--- config.mk ---
export PLATFORM = sky130hd
export DESIGN_NAME = vga_sprite_mixer_flat
export DESIGN_NICKNAME = d
export VERILOG_FILES = /design/src/rtl/vga_pkg.sv /design/src/rtl/vga_if.sv /design/src/rtl/vga_pipe_delay.sv /design/src/rtl/vga_sprite_mixer.sv /design/src/flat_wrapper.sv
export SDC_FILE = /design/constraint.sdc
export NUM_CORES = 1
export LEC_CHECK = 0
export ABC_AREA = 1
export CORE_MARGIN = 10
export CORE_UTILIZATION = 34
export DETAILED_ROUTE_END_ITERATION = 8
export RECOVER_POWER = 100
export SETUP_SLACK_MARGIN = 0.2
export SLEW_MARGIN = 5
export SYNTH_ARGS = -nofsm -noshare
export SYNTH_HDL_FRONTEND = slang
export SYNTH_SLANG_ARGS = --single-unit
--- constraint.sdc ---
create_clock -name clk -period 2.1 [get_ports clk]
set_input_delay 0.42 -clock clk [delete_from_list [all_inputs] [get_ports clk]]
set_output_delay 0.42 -clock clk [all_outputs]
set_load 0.02 [all_outputs]
--- src/rtl/vga_pkg.sv ---
// Shared types for the VGA sprite pipeline.
//   SPR_MAX   : largest supported sprite count
//   rgb_t     : 12-bit 4:4:4 colour
//   vga_tim_t : the timing fields of the VGA stream (everything except rgb)
//   in_span   : non-wrapping range test used for sprite hit detection
package vga_pkg;

  localparam int unsigned SPR_MAX = 4;

  typedef logic [11:0] rgb_t;

  typedef struct packed {
    logic [10:0] vcount;
    logic [10:0] hcount;
    logic        vsync;
    logic        hsync;
    logic        vblnk;
    logic        hblnk;
  } vga_tim_t;

  // True when org <= pos < org + len. Done in 13 bits so a sprite hanging past 4095 is
  // clipped rather than wrapping round to column/row 0.
  function automatic logic in_span(logic [10:0] pos, logic [11:0] org, int unsigned len);
    logic [12:0] pos_ext;
    logic [12:0] org_ext;
    pos_ext = {2'b00, pos};
    org_ext = {1'b0, org};
    return (pos_ext >= org_ext) && (pos_ext < org_ext + 13'(len));
  endfunction

endpackage

--- src/rtl/vga_if.sv ---
// VGA stream bundle passed between draw stages.
//   in  : consumer view (all fields are inputs)
//   out : producer view (all fields are outputs)
interface vga_if;

  logic [10:0] vcount;
  logic [10:0] hcount;
  logic        vsync;
  logic        hsync;
  logic        vblnk;
  logic        hblnk;
  logic [11:0] rgb;

  modport in  (input  vcount, hcount, vsync, hsync, vblnk, hblnk, rgb);
  modport out (output vcount, hcount, vsync, hsync, vblnk, hblnk, rgb);

endinterface

--- src/rtl/vga_pipe_delay.sv ---
// Fixed-depth shift register for the VGA timing fields plus rgb.
//   clk_i  : pixel clock
//   rst_i  : synchronous active-high reset, clears every stage to 0
//   tim_i  : timing fields in
//   rgb_i  : rgb in
//   tim_o  : timing fields, Depth cycles later
//   rgb_o  : rgb, Depth cycles later
module vga_pipe_delay
  import vga_pkg::*;
#(
  parameter int unsigned Depth = 3
) (
  input  logic     clk_i,
  input  logic     rst_i,
  input  vga_tim_t tim_i,
  input  rgb_t     rgb_i,
  output vga_tim_t tim_o,
  output rgb_t     rgb_o
);

  vga_tim_t tim_q [Depth];
  rgb_t     rgb_q [Depth];

  always_ff @(posedge clk_i) begin
    if (rst_i) begin
      for (int k = 0; k < Depth; k++) begin
        tim_q[k] <= '0;
        rgb_q[k] <= '0;
      end
    end else begin
      tim_q[0] <= tim_i;
      rgb_q[0] <= rgb_i;
      for (int k = 1; k < Depth; k++) begin
        tim_q[k] <= tim_q[k-1];
        rgb_q[k] <= rgb_q[k-1];
      end
    end
  end

  assign tim_o = tim_q[Depth-1];
  assign rgb_o = rgb_q[Depth-1];

endmodule

--- src/rtl/vga_sprite_mixer.sv ---
// Overlays N_SPR ROM-backed sprites on the VGA stream with fixed priority (index 0 on top).
// Sprite positions/enables are shadowed on the rising edge of vblnk so a frame never tears.
// Every vio field lags vii by ROM_LAT + 2 cycles.
//   clk, rst   : pixel clock, synchronous active-high reset
//   vii / vio  : VGA stream in / out
//   xpos, ypos : per-sprite top-left corner, spr_en : per-sprite enable
//   pixel_addr : per-sprite ROM address {row, col}, registered, 0 when not hit
//   rgb_pixel  : per-sprite ROM data, ROM_LAT cycles after pixel_addr
//   frame_tick : one-cycle pulse as the shadow positions take new values
// Build option: define SPRITE_COLOR_KEY_EN to treat sprite pixels equal to KEY_RGB as
// transparent; otherwise every hit pixel is opaque.
module vga_sprite_mixer
  import vga_pkg::*;
#(
  parameter int unsigned N_SPR    = 2,
  parameter int unsigned SPR_W    = 48,
  parameter int unsigned SPR_H    = 64,
  parameter int unsigned COL_BITS = 6,
  parameter int unsigned ROW_BITS = 6,
  parameter int unsigned ROM_LAT  = 1,
  parameter logic [11:0] KEY_RGB  = 12'hF0F
) (
  input  logic                                     clk,
  input  logic                                     rst,
  vga_if.in                                        vii,
  vga_if.out                                       vio,
  input  logic [N_SPR-1:0][11:0]                   xpos,
  input  logic [N_SPR-1:0][11:0]                   ypos,
  input  logic [N_SPR-1:0]                         spr_en,
  output logic [N_SPR-1:0][ROW_BITS+COL_BITS-1:0]  pixel_addr,
  input  logic [N_SPR-1:0][11:0]                   rgb_pixel,
  output logic                                     frame_tick
);

`ifdef SPRITE_COLOR_KEY_EN
  localparam bit KeyEn = 1'b1;
`else
  localparam bit KeyEn = 1'b0;
`endif

  localparam int unsigned AddrW = ROW_BITS + COL_BITS;

  // ---------------------------------------------------------------------------------------------
  // Frame-synchronous position latch
  // ---------------------------------------------------------------------------------------------
  logic                   vblnk_q;
  logic                   latch;
  logic                   frame_tick_q;
  logic [N_SPR-1:0][11:0] x_q, y_q;
  logic [N_SPR-1:0]       en_q;

  assign latch = vii.vblnk & ~vblnk_q;

  // vblnk_q resets to 1 so a vblnk already high at reset release is not mistaken for an edge.
  always_ff @(posedge clk) begin
    if (rst) begin
      vblnk_q      <= 1'b1;
      frame_tick_q <= 1'b0;
      x_q          <= '0;
      y_q          <= '0;
      en_q         <= '0;
    end else begin
      vblnk_q      <= vii.vblnk;
      frame_tick_q <= latch;
      if (latch) begin
        x_q  <= xpos;
        y_q  <= ypos;
        en_q <= spr_en;
      end
    end
  end

  assign frame_tick = frame_tick_q;

  // ---------------------------------------------------------------------------------------------
  // Stage A: hit test and ROM address
  // ---------------------------------------------------------------------------------------------
  logic [N_SPR-1:0]            hit_d, hit_q;
  logic [N_SPR-1:0][AddrW-1:0] addr_d, addr_q;
  logic [COL_BITS-1:0]         off_h;
  logic [ROW_BITS-1:0]         off_v;

  always_comb begin
    hit_d  = '0;
    addr_d = '0;
    off_h  = '0;
    off_v  = '0;
    for (int i = 0; i < N_SPR; i++) begin
      // Only the low bits of the offset reach the ROM, so truncating the difference is exact.
      off_h = COL_BITS'({1'b0, vii.hcount} - x_q[i]);
      off_v = ROW_BITS'({1'b0, vii.vcount} - y_q[i]);
      if (en_q[i] && in_span(vii.hcount, x_q[i], SPR_W) && in_span(vii.vcount, y_q[i], SPR_H)) begin
        hit_d[i]  = 1'b1;
        addr_d[i] = {off_v, off_h};
      end
    end
  end

  always_ff @(posedge clk) begin
    if (rst) begin
      hit_q  <= '0;
      addr_q <= '0;
    end else begin
      hit_q  <= hit_d;
      addr_q <= addr_d;
    end
  end

  assign pixel_addr = addr_q;

  // ---------------------------------------------------------------------------------------------
  // Hit flags wait out the ROM read so they line up with rgb_pixel
  // ---------------------------------------------------------------------------------------------
  logic [N_SPR-1:0] hit_pipe_q [ROM_LAT];

  always_ff @(posedge clk) begin
    if (rst) begin
      for (int k = 0; k < ROM_LAT; k++) hit_pipe_q[k] <= '0;
    end else begin
      hit_pipe_q[0] <= hit_q;
      for (int k = 1; k < ROM_LAT; k++) hit_pipe_q[k] <= hit_pipe_q[k-1];
    end
  end

  // ---------------------------------------------------------------------------------------------
  // Timing and background: ROM_LAT + 1 stages bring them to stage C; the stage C register
  // supplies the final cycle of the ROM_LAT + 2 total.
  // ---------------------------------------------------------------------------------------------
  vga_tim_t tim_in;
  vga_tim_t tim_c;
  rgb_t     rgb_c;

  assign tim_in = '{vcount: vii.vcount, hcount: vii.hcount, vsync: vii.vsync,
                    hsync: vii.hsync, vblnk: vii.vblnk, hblnk: vii.hblnk};

  vga_pipe_delay #(
    .Depth (ROM_LAT + 1)
  ) u_pipe_delay (
    .clk_i (clk),
    .rst_i (rst),
    .tim_i (tim_in),
    .rgb_i (vii.rgb),
    .tim_o (tim_c),
    .rgb_o (rgb_c)
  );

  // ---------------------------------------------------------------------------------------------
  // Stage C: priority mix
  // ---------------------------------------------------------------------------------------------
  logic [SPR_MAX-1:0] hit_c;
  rgb_t               spr_c [SPR_MAX];
  rgb_t               mix_rgb;
  vga_tim_t           vio_tim_q;
  rgb_t               vio_rgb_q;

  always_comb begin
    hit_c = SPR_MAX'(hit_pipe_q[ROM_LAT-1]);
    for (int i = 0; i < SPR_MAX; i++) spr_c[i] = '0;
    for (int i = 0; i < N_SPR; i++) spr_c[i] = rgb_pixel[i];

    mix_rgb = rgb_c;
    if (!(tim_c.vblnk || tim_c.hblnk)) begin
      // Walk from lowest priority up so the lowest-index opaque hit is the last write.
      for (int i = SPR_MAX - 1; i >= 0; i--) begin
        if (hit_c[i] && !(KeyEn && (spr_c[i] == KEY_RGB))) mix_rgb = spr_c[i];
      end
    end
  end

  always_ff @(posedge clk) begin
    if (rst) begin
      vio_tim_q <= '0;
      vio_rgb_q <= '0;
    end else begin
      vio_tim_q <= tim_c;
      vio_rgb_q <= mix_rgb;
    end
  end

  assign vio.vcount = vio_tim_q.vcount;
  assign vio.hcount = vio_tim_q.hcount;
  assign vio.vsync  = vio_tim_q.vsync;
  assign vio.hsync  = vio_tim_q.hsync;
  assign vio.vblnk  = vio_tim_q.vblnk;
  assign vio.hblnk  = vio_tim_q.hblnk;
  assign vio.rgb    = vio_rgb_q;

endmodule
--- src/flat_wrapper.sv ---
// flat-port wrapper written by rule: the top's interface ports become plain ports
module vga_sprite_mixer_flat import vga_pkg::*;
#(
  parameter int unsigned N_SPR    = 2,
  parameter int unsigned SPR_W    = 48,
  parameter int unsigned SPR_H    = 64,
  parameter int unsigned COL_BITS = 6,
  parameter int unsigned ROW_BITS = 6,
  parameter int unsigned ROM_LAT  = 1,
  parameter logic [11:0] KEY_RGB  = 12'hF0F
)
  (clk, rst, xpos, ypos, spr_en, pixel_addr, rgb_pixel, frame_tick, vii_vcount, vii_hcount, vii_vsync, vii_hsync, vii_vblnk, vii_hblnk, vii_rgb, vio_vcount, vio_hcount, vio_vsync, vio_hsync, vio_vblnk, vio_hblnk, vio_rgb);
  vga_if vii_i ();
  vga_if vio_i ();
  input  logic clk;
  input  logic rst;
  input  logic [N_SPR-1:0][11:0] xpos;
  input  logic [N_SPR-1:0][11:0] ypos;
  input  logic [N_SPR-1:0] spr_en;
  output logic [N_SPR-1:0][ROW_BITS+COL_BITS-1:0] pixel_addr;
  input  logic [N_SPR-1:0][11:0] rgb_pixel;
  output logic frame_tick;
  input wire logic [$bits(vii_i.vcount)-1:0] vii_vcount;
  input wire logic [$bits(vii_i.hcount)-1:0] vii_hcount;
  input wire logic [$bits(vii_i.vsync)-1:0] vii_vsync;
  input wire logic [$bits(vii_i.hsync)-1:0] vii_hsync;
  input wire logic [$bits(vii_i.vblnk)-1:0] vii_vblnk;
  input wire logic [$bits(vii_i.hblnk)-1:0] vii_hblnk;
  input wire logic [$bits(vii_i.rgb)-1:0] vii_rgb;
  output wire logic [$bits(vio_i.vcount)-1:0] vio_vcount;
  output wire logic [$bits(vio_i.hcount)-1:0] vio_hcount;
  output wire logic [$bits(vio_i.vsync)-1:0] vio_vsync;
  output wire logic [$bits(vio_i.hsync)-1:0] vio_hsync;
  output wire logic [$bits(vio_i.vblnk)-1:0] vio_vblnk;
  output wire logic [$bits(vio_i.hblnk)-1:0] vio_hblnk;
  output wire logic [$bits(vio_i.rgb)-1:0] vio_rgb;
  assign vii_i.vcount = vii_vcount;
  assign vii_i.hcount = vii_hcount;
  assign vii_i.vsync = vii_vsync;
  assign vii_i.hsync = vii_hsync;
  assign vii_i.vblnk = vii_vblnk;
  assign vii_i.hblnk = vii_hblnk;
  assign vii_i.rgb = vii_rgb;
  assign vio_vcount = vio_i.vcount;
  assign vio_hcount = vio_i.hcount;
  assign vio_vsync = vio_i.vsync;
  assign vio_hsync = vio_i.hsync;
  assign vio_vblnk = vio_i.vblnk;
  assign vio_hblnk = vio_i.hblnk;
  assign vio_rgb = vio_i.rgb;
  vga_sprite_mixer #(.N_SPR(N_SPR), .SPR_W(SPR_W), .SPR_H(SPR_H), .COL_BITS(COL_BITS), .ROW_BITS(ROW_BITS), .ROM_LAT(ROM_LAT), .KEY_RGB(KEY_RGB)) u_core (.clk(clk), .rst(rst), .vii(vii_i), .vio(vio_i), .xpos(xpos), .ypos(ypos), .spr_en(spr_en), .pixel_addr(pixel_addr), .rgb_pixel(rgb_pixel), .frame_tick(frame_tick));
endmodule
==> results.toml, run 1 <==
[placement]
dpl.hpwl_um = 16700
place_congestion = 0.877
port_buffers = 176
placed_area_sq_mm = 0.0111

[global_route]
grt_use_total_pct = 14.2
grt_pass1_vias = 6946
antenna_found_initial = 1
globalRouteOverflowTotal = 0
grt_max_degree = 119
grt_pass1_wl_um = 35500

[critical_path]
rrSetupSlack_ns = -0.11
reg2reg_depth = 14
start_kind = "flop"
crit_path_end_kind = "flop"
timing.rr.end = "u_core.pixel_addr[14]$_SDFF_PP0_"
worstPathRequired_ns = 2.46
critical_path.max_fanout = 7
critPathKind = "flop to flop"
timing.rr.start = "u_core.x_q[16]$_SDFFE_PP0P_"
cp.arrival_ns = 2.57

[logic_synthesis]
netlist_instances = 1043
synth_top_area_share_pct = 46.6
synth_nets = 1233
syn_avg_cell_area_sq_um = 7.99
ys_ff_latch = 194
yosysUniqueCellTypes = 34
synthArstFlopShare_pct = 0
synth_top_cell_by_area = "dfxtp_1"
seq_area_frac_synth_pct = 46.6
ys_warn_count = 0
synth.cell_area_sq_mm = 0.00833
synthTopCellsByArea = "dfxtp_1 47%, ha_1 11%, inv_1 8.5%"
synthFlopType = "dfxtp_1"
synth_edf_count = 0

[clock_tree]
h-tree-depth = 4
clk_pin_slew_ns = 0.08
cts_tree = "built"
ctsHoldBuffers = 0
clock_latency_ns = 0.43
cts_buffers = 17
cts-root-buf = "clkbuf_16"
clockBufferDepth = 2
cts_sinks = 194

[die]
dieArea_sq_mm = 0.0312
coreArea_sq_mm = 0.0242
num_rows = 57
fp.dieH_um = 177
initial_core_util_pct = 34.4
ios = 177
fp.dieW_um = 177

[flow_run]
max_cap_viol_count = 0

[hold_path]
hold_depth = 2
hp-start = "rst"
hold_class = "input pin to flop"
hold_end = "u_core.en_q[0]$_SDFFE_PP0P_"

[cells_and_area]
final_common_cell = "dfxtp_1"
fillers = 2384
area_delta_synth_final_pct = 43.1
mostFrequentLayoutCells = "190 x dfxtp_1, 177 x inv_1, 161 x nor2_1"
nets = 1487
final_util_pct = 49.2
drive_gt1_share_pct = 14.4
final_area_sq_mm = 0.0119

[timing]
slew_headroom_pct = 15.3
final.setup_skew_ns = 0.0143
fmax_mhz = 453
min_period_over_period_pct = 105
report.final.hold_viol_count = 0
setup_viol = 26
rsz0062_at_grt = "true"
layout_setup_ws_ns = -0.109
fin_crit_ns = 2.21
tightest_slew_ns = 1.27
maxSlewViolCount = 0

[detailed_routing]
first_pass_iters = 6
drtIter0Drc = 326
viasPerCell = 4.30
routed_wl_um = 22000
vias = 7036
wl_per_cell_um = 13.5
drc = 0
ant_nets = 0

[pwr]
vdd_drop_max_v = 0.000454
total_power_mw = 8.51
powerDensity_mw_per_mm2 = 714
power.leakage_nw = 5.46

[run_status]
status = "complete, but fails checks"
violations = "setup timing"
Yosys cell counts, types with 2 or more instances:
library cell / instances
a211oi_1: 2
a21o_1: 3
a21oi_1: 75
a311oi_1: 11
buf_2: 2
buf_6: 2
clkbuf_1: 30
dfxtp_1: 194
fa_1: 4
ha_1: 72
inv_1: 188
nand2_1: 133
nand2_2: 2
nand3_1: 23
nand3b_1: 4
nand4_1: 8
nor2_1: 171
nor2_2: 10
nor3_1: 5
o21ai_0: 61
o21bai_1: 4
o31ai_1: 2
xnor2_1: 11
xor2_1: 16
metal layers:
metal  wire length [um]  track usage, %  up-vias
met5                  0               0        -
met4                308            4.13        0
met3               1140            3.65       20
met2              10200            23.3      157
met1              10400            18.0     3095
li1                   -               -     3764
stage by stage:
step / hold slack [ns] / cells / worst slack, ns / TNS [ns]
after CTS: 0.194 / 1633 / -0.138 / -2.41
after global placement: 0.389 / 1597 / -0.612 / -13.89
final: 0.299 / 1635 / -0.109 / -2.41
after floorplan: 0.388 / 1043 / 0.121 / 0
after detailed placement: 0.392 / 1597 / -0.684 / -14.81
after global routing: 0.361 / 1635 / -0.308 / -7.18
where the power goes:
part | internal [mW] | total, mW | switching (mW) | leakage [nW]
Combinational | 0.671 | 1.34 | 0.665 | 3.57
Clock | 1.78 | 3.31 | 1.53 | 0.296
Sequential | 3.82 | 3.87 | 0.0519 | 1.59
cells by family (layout without fill, tap and decap cells):
family	after synthesis	count (layout)	share of synthesized area [%]
other	0	1	0
buffers and inverters	224	490	10.3
DFF	194	194	46.6
and+or+nand+nor	359	360	17.6
adders and majority gates	76	76	11.8
xor gates and xnor gates	27	27	2.84
AOI/OAI and AO/OA	163	163	10.9
timing repair:
| action | in CTS | in global routing |
|---|---|---|
| gates cloned | 2 | 0 |
| gates resized for setup | 18 | 21 |
| endpoints found under the setup margin | 26 | 26 |
| buffers inserted | 2 | 1 |
| pin swaps | 11 | 11 |
critical path, cell delays in order (launching register included):
cell,delay (ns)
dfxtp_2,0.34
inv_2,0.05
ha_4,0.17
inv_2,0.04
nand4_1,0.15
o21ai_1,0.16
o21ai_1,0.08
ha_1,0.32
a21oi_2,0.15
nand3b_1,0.14
nand3_1,0.09
nor2_2,0.14
nand2_4,0.10
buf_12,0.16
nor2_1,0.08
worst max-delay path by stage:
stage                     cells after the start  slack, ns                          endpoint                         from
after floorplan                              15       0.12   u_core.pixel_addr[1]$_SDFF_PP0_   u_core.x_q[4]$_SDFFE_PP0P_
after global placement                       12      -0.61   u_core.pixel_addr[1]$_SDFF_PP0_                vii_hcount[0]
after detailed placement                     12      -0.68   u_core.pixel_addr[8]$_SDFF_PP0_                vii_hcount[0]
after CTS                                    14      -0.14   u_core.pixel_addr[7]$_SDFF_PP0_   u_core.x_q[4]$_SDFFE_PP0P_
after global routing                         14      -0.31   u_core.pixel_addr[7]$_SDFF_PP0_   u_core.x_q[4]$_SDFFE_PP0P_
final                                        14      -0.11  u_core.pixel_addr[14]$_SDFF_PP0_  u_core.x_q[16]$_SDFFE_PP0P_
layout make-up:
type / count / area, sq um / share of cell area, %
Inverter: 189 / 724 / 6.08
Antenna cell: 1 / 2.50 / 0.0210
Clock inverter: 12 / 140 / 1.18
Tap cell: 324 / 405 / 3.40
Timing Repair Buffer: 269 / 2490 / 20.9
Sequential cell: 194 / 3890 / 32.6
Clock buffer: 20 / 467 / 3.91
Multi-Input combinational cell: 626 / 3800 / 31.9
registers in the layout, indices dropped and copies added (netlist names):
register / flops
u_core.en_q: 2
u_core.frame_tick: 1
u_core.hit_pipe_q: 2
u_core.hit_q: 2
u_core.pixel_addr: 24
u_core.u_pipe_delay.rgb_q: 24
u_core.u_pipe_delay.tim_q: 52
u_core.vblnk_q: 1
u_core.vio.hblnk: 1
u_core.vio.hcount: 11
u_core.vio.hsync: 1
u_core.vio.rgb: 12
u_core.vio.vblnk: 1
u_core.vio.vcount: 11
u_core.vio.vsync: 1
u_core.x_q: 24
u_core.y_q: 24
No activity file was read; power rests on OpenSTA's default activity.
==> run 2: changes to the inputs <==
--- a/config.mk
+++ b/config.mk
@@ -9,6 +9,7 @@
 export CORE_MARGIN = 10
 export CORE_UTILIZATION = 34
 export DETAILED_ROUTE_END_ITERATION = 8
+export GPL_TIMING_DRIVEN = 0
 export RECOVER_POWER = 100
 export SETUP_SLACK_MARGIN = 0.2
 export SLEW_MARGIN = 5
==> results.toml, run 2 (synthesized netlist as in run 1, its figures left out) <==
[cells_and_area]
regMostFlops = "u_core.u_pipe_delay.tim_q"
final_util_pct = 47.4
fillers = 2443
stdcell_count = 1592
final_common_cell = "dfxtp_1"
drive_gt1_share_pct = 9.79
nets = 1444
area_delta_synth_final_pct = 38.0
mostFrequentLayoutCells = "186 x dfxtp_1, 177 x inv_1, 159 x nor2_1"
largest_reg_flops = 52

[die]
fp.dieH_um = 177
dieArea_sq_mm = 0.0312
num_rows = 57
initial_core_util_pct = 34.4
coreArea_sq_mm = 0.0242
fp.dieW_um = 177
ios = 177

[timing]
rsz0062_at_grt = "true"
setup_viol = 26
fmax_mhz = 435
report.final.hold_viol_count = 0
tightest_slew_ns = 0.609
final.setup_skew_ns = 0.0128
slew_headroom_pct = 59.4
fin_crit_ns = 2.30
tns_ns = -3.32
layout_setup_ws_ns = -0.199
min_period_over_period_pct = 109
maxSlewViolCount = 0

[clock_tree]
cts_tree = "built"
ctsHoldBuffers = 0
h-tree-depth = 4
clk_pin_slew_ns = 0.07
clock_latency_ns = 0.43
cts-root-buf = "clkbuf_16"
cts_buffers = 17
cts_sinks = 194
clockBufferDepth = 2

[pwr]
total_power_mw = 8.28
powerDensity_mw_per_mm2 = 721
vdd_drop_max_v = 0.000411
power.leakage_nw = 5.15

[detailed_routing]
wl_per_cell_um = 14.2
routed_wl_um = 22700
first_pass_iters = 5
viasPerCell = 4.33
ant_nets = 0
drtIter0Drc = 292
drc = 0
vias = 6897

[global_route]
grt_pass1_wl_um = 35700
globalRouteOverflowTotal = 0
grt_pass1_vias = 6925
grt_use_total_pct = 14.5
grt_use_met3_pct = 4.42
grt_max_degree = 19
met2_usage_pct = 24.7
met1_usage_pct = 17.5
antenna_found_initial = 3
grt_busiest_layer = "met2"

[placement]
dp_cells = 1543
port_buffers = 176
dpl.hpwl_um = 17700
place_congestion = 0.847

[critical_path]
start_kind = "flop"
critPathKind = "flop to flop"
crit_path_end_kind = "flop"
critical_path.max_fanout = 5
worstPathRequired_ns = 2.47
cp.arrival_ns = 2.67

[run_status]
status = "complete, but fails checks"
violations = "setup timing"

[hold_path]
hold_class = "input pin to flop"

[flow_run]
max_cap_viol_count = 0
## run 2: cell count changes in the layout (fill, tap and decap cells not counted), moves of 4 or more
cell,previous run,this run
buf_4,87,12
clkbuf_1,1,26
clkdlybuf4s50_1,110,105
dfxtp_1,190,186
dfxtp_2,4,8
## run 2: worst max-delay path, cell delays in order (launching register included)
cell,delay (ns)
dfxtp_2,0.36
inv_4,0.05
ha_4,0.17
inv_2,0.04
nand4_1,0.16
o21ai_1,0.17
o21ai_1,0.09
ha_1,0.30
a21oi_1,0.12
nand3b_1,0.14
nand3_1,0.10
nor2_2,0.15
nand2_4,0.10
clkbuf_16,0.19
nor2_4,0.10
## run 2: final timing paths
path,end,slack [ns],start,cells after the start
worst max-delay path,u_core.pixel_addr[17]$_SDFF_PP0_,-0.20,u_core.x_q[16]$_SDFFE_PP0P_,14
worst min register to register,u_core.vio.vcount[9]$_SDFF_PP0_,0.39,u_core.u_pipe_delay.tim_q[0][50]$_SDFF_PP0_,2
worst min-delay path,u_core.u_pipe_delay.tim_q[0][18]$_SDFF_PP0_,0.34,vii_vcount[3],3
worst max register to register,u_core.pixel_addr[17]$_SDFF_PP0_,-0.20,u_core.x_q[16]$_SDFFE_PP0P_,14
## run 2: timing repair
action,4_1_cts,5_1_grt
hold endpoints to repair,0,0
buffers inserted,13,2
endpoints found under the setup margin,76,45
cloned,0,1
pin swaps,9,8
gates resized for setup,31,37
## run 2: report_power, final
| group | leakage [nW] | switching [mW] | internal, mW | total [mW] |
|---|---|---|---|---|
| Sequential | 1.59 | 0.0566 | 3.82 | 3.88 |
| Clock | 0.275 | 1.53 | 1.67 | 3.20 |
| Combinational | 3.29 | 0.649 | 0.557 | 1.21 |
## run 2: area by class of cell
| type | instances | area (sq um) | share of cell area [%] |
|---|---|---|---|
| sequential | 194 | 3890 | 33.9 |
| inverter | 189 | 732 | 6.37 |
| antenna | 2 | 5.00 | 0.0435 |
| tap | 324 | 405 | 3.53 |
| buffer | 35 | 173 | 1.50 |
| multi-input combinational | 625 | 3790 | 33.0 |
| clock buffer | 17 | 425 | 3.70 |
| clock inverter | 14 | 153 | 1.33 |
| timing repair buffer | 192 | 1910 | 16.6 |
## run 2: routing by layer
| layer | routed length (um) | part of all wire (%) | vias to the layer above |
|---|---|---|---|
| met4 | 284 | 1.3 | 2 |
| met3 | 1450 | 6.4 | 16 |
| met1 | 9980 | 44 | 3046 |
| met5 | 18 | 0.079 | - |
| li1 | - | - | 3677 |
| met2 | 10900 | 48 | 156 |
## run 2: per-stage QoR
step,hold slack (ns),cell area (sq um),worst slack [ns]
floorplan,0.388,8410,0.121
global placement,0.390,10600,-0.752
detailed placement,0.392,10600,-0.756
CTS,0.402,11300,-0.166
global route,0.347,11500,-0.321
finish,0.343,11500,-0.199
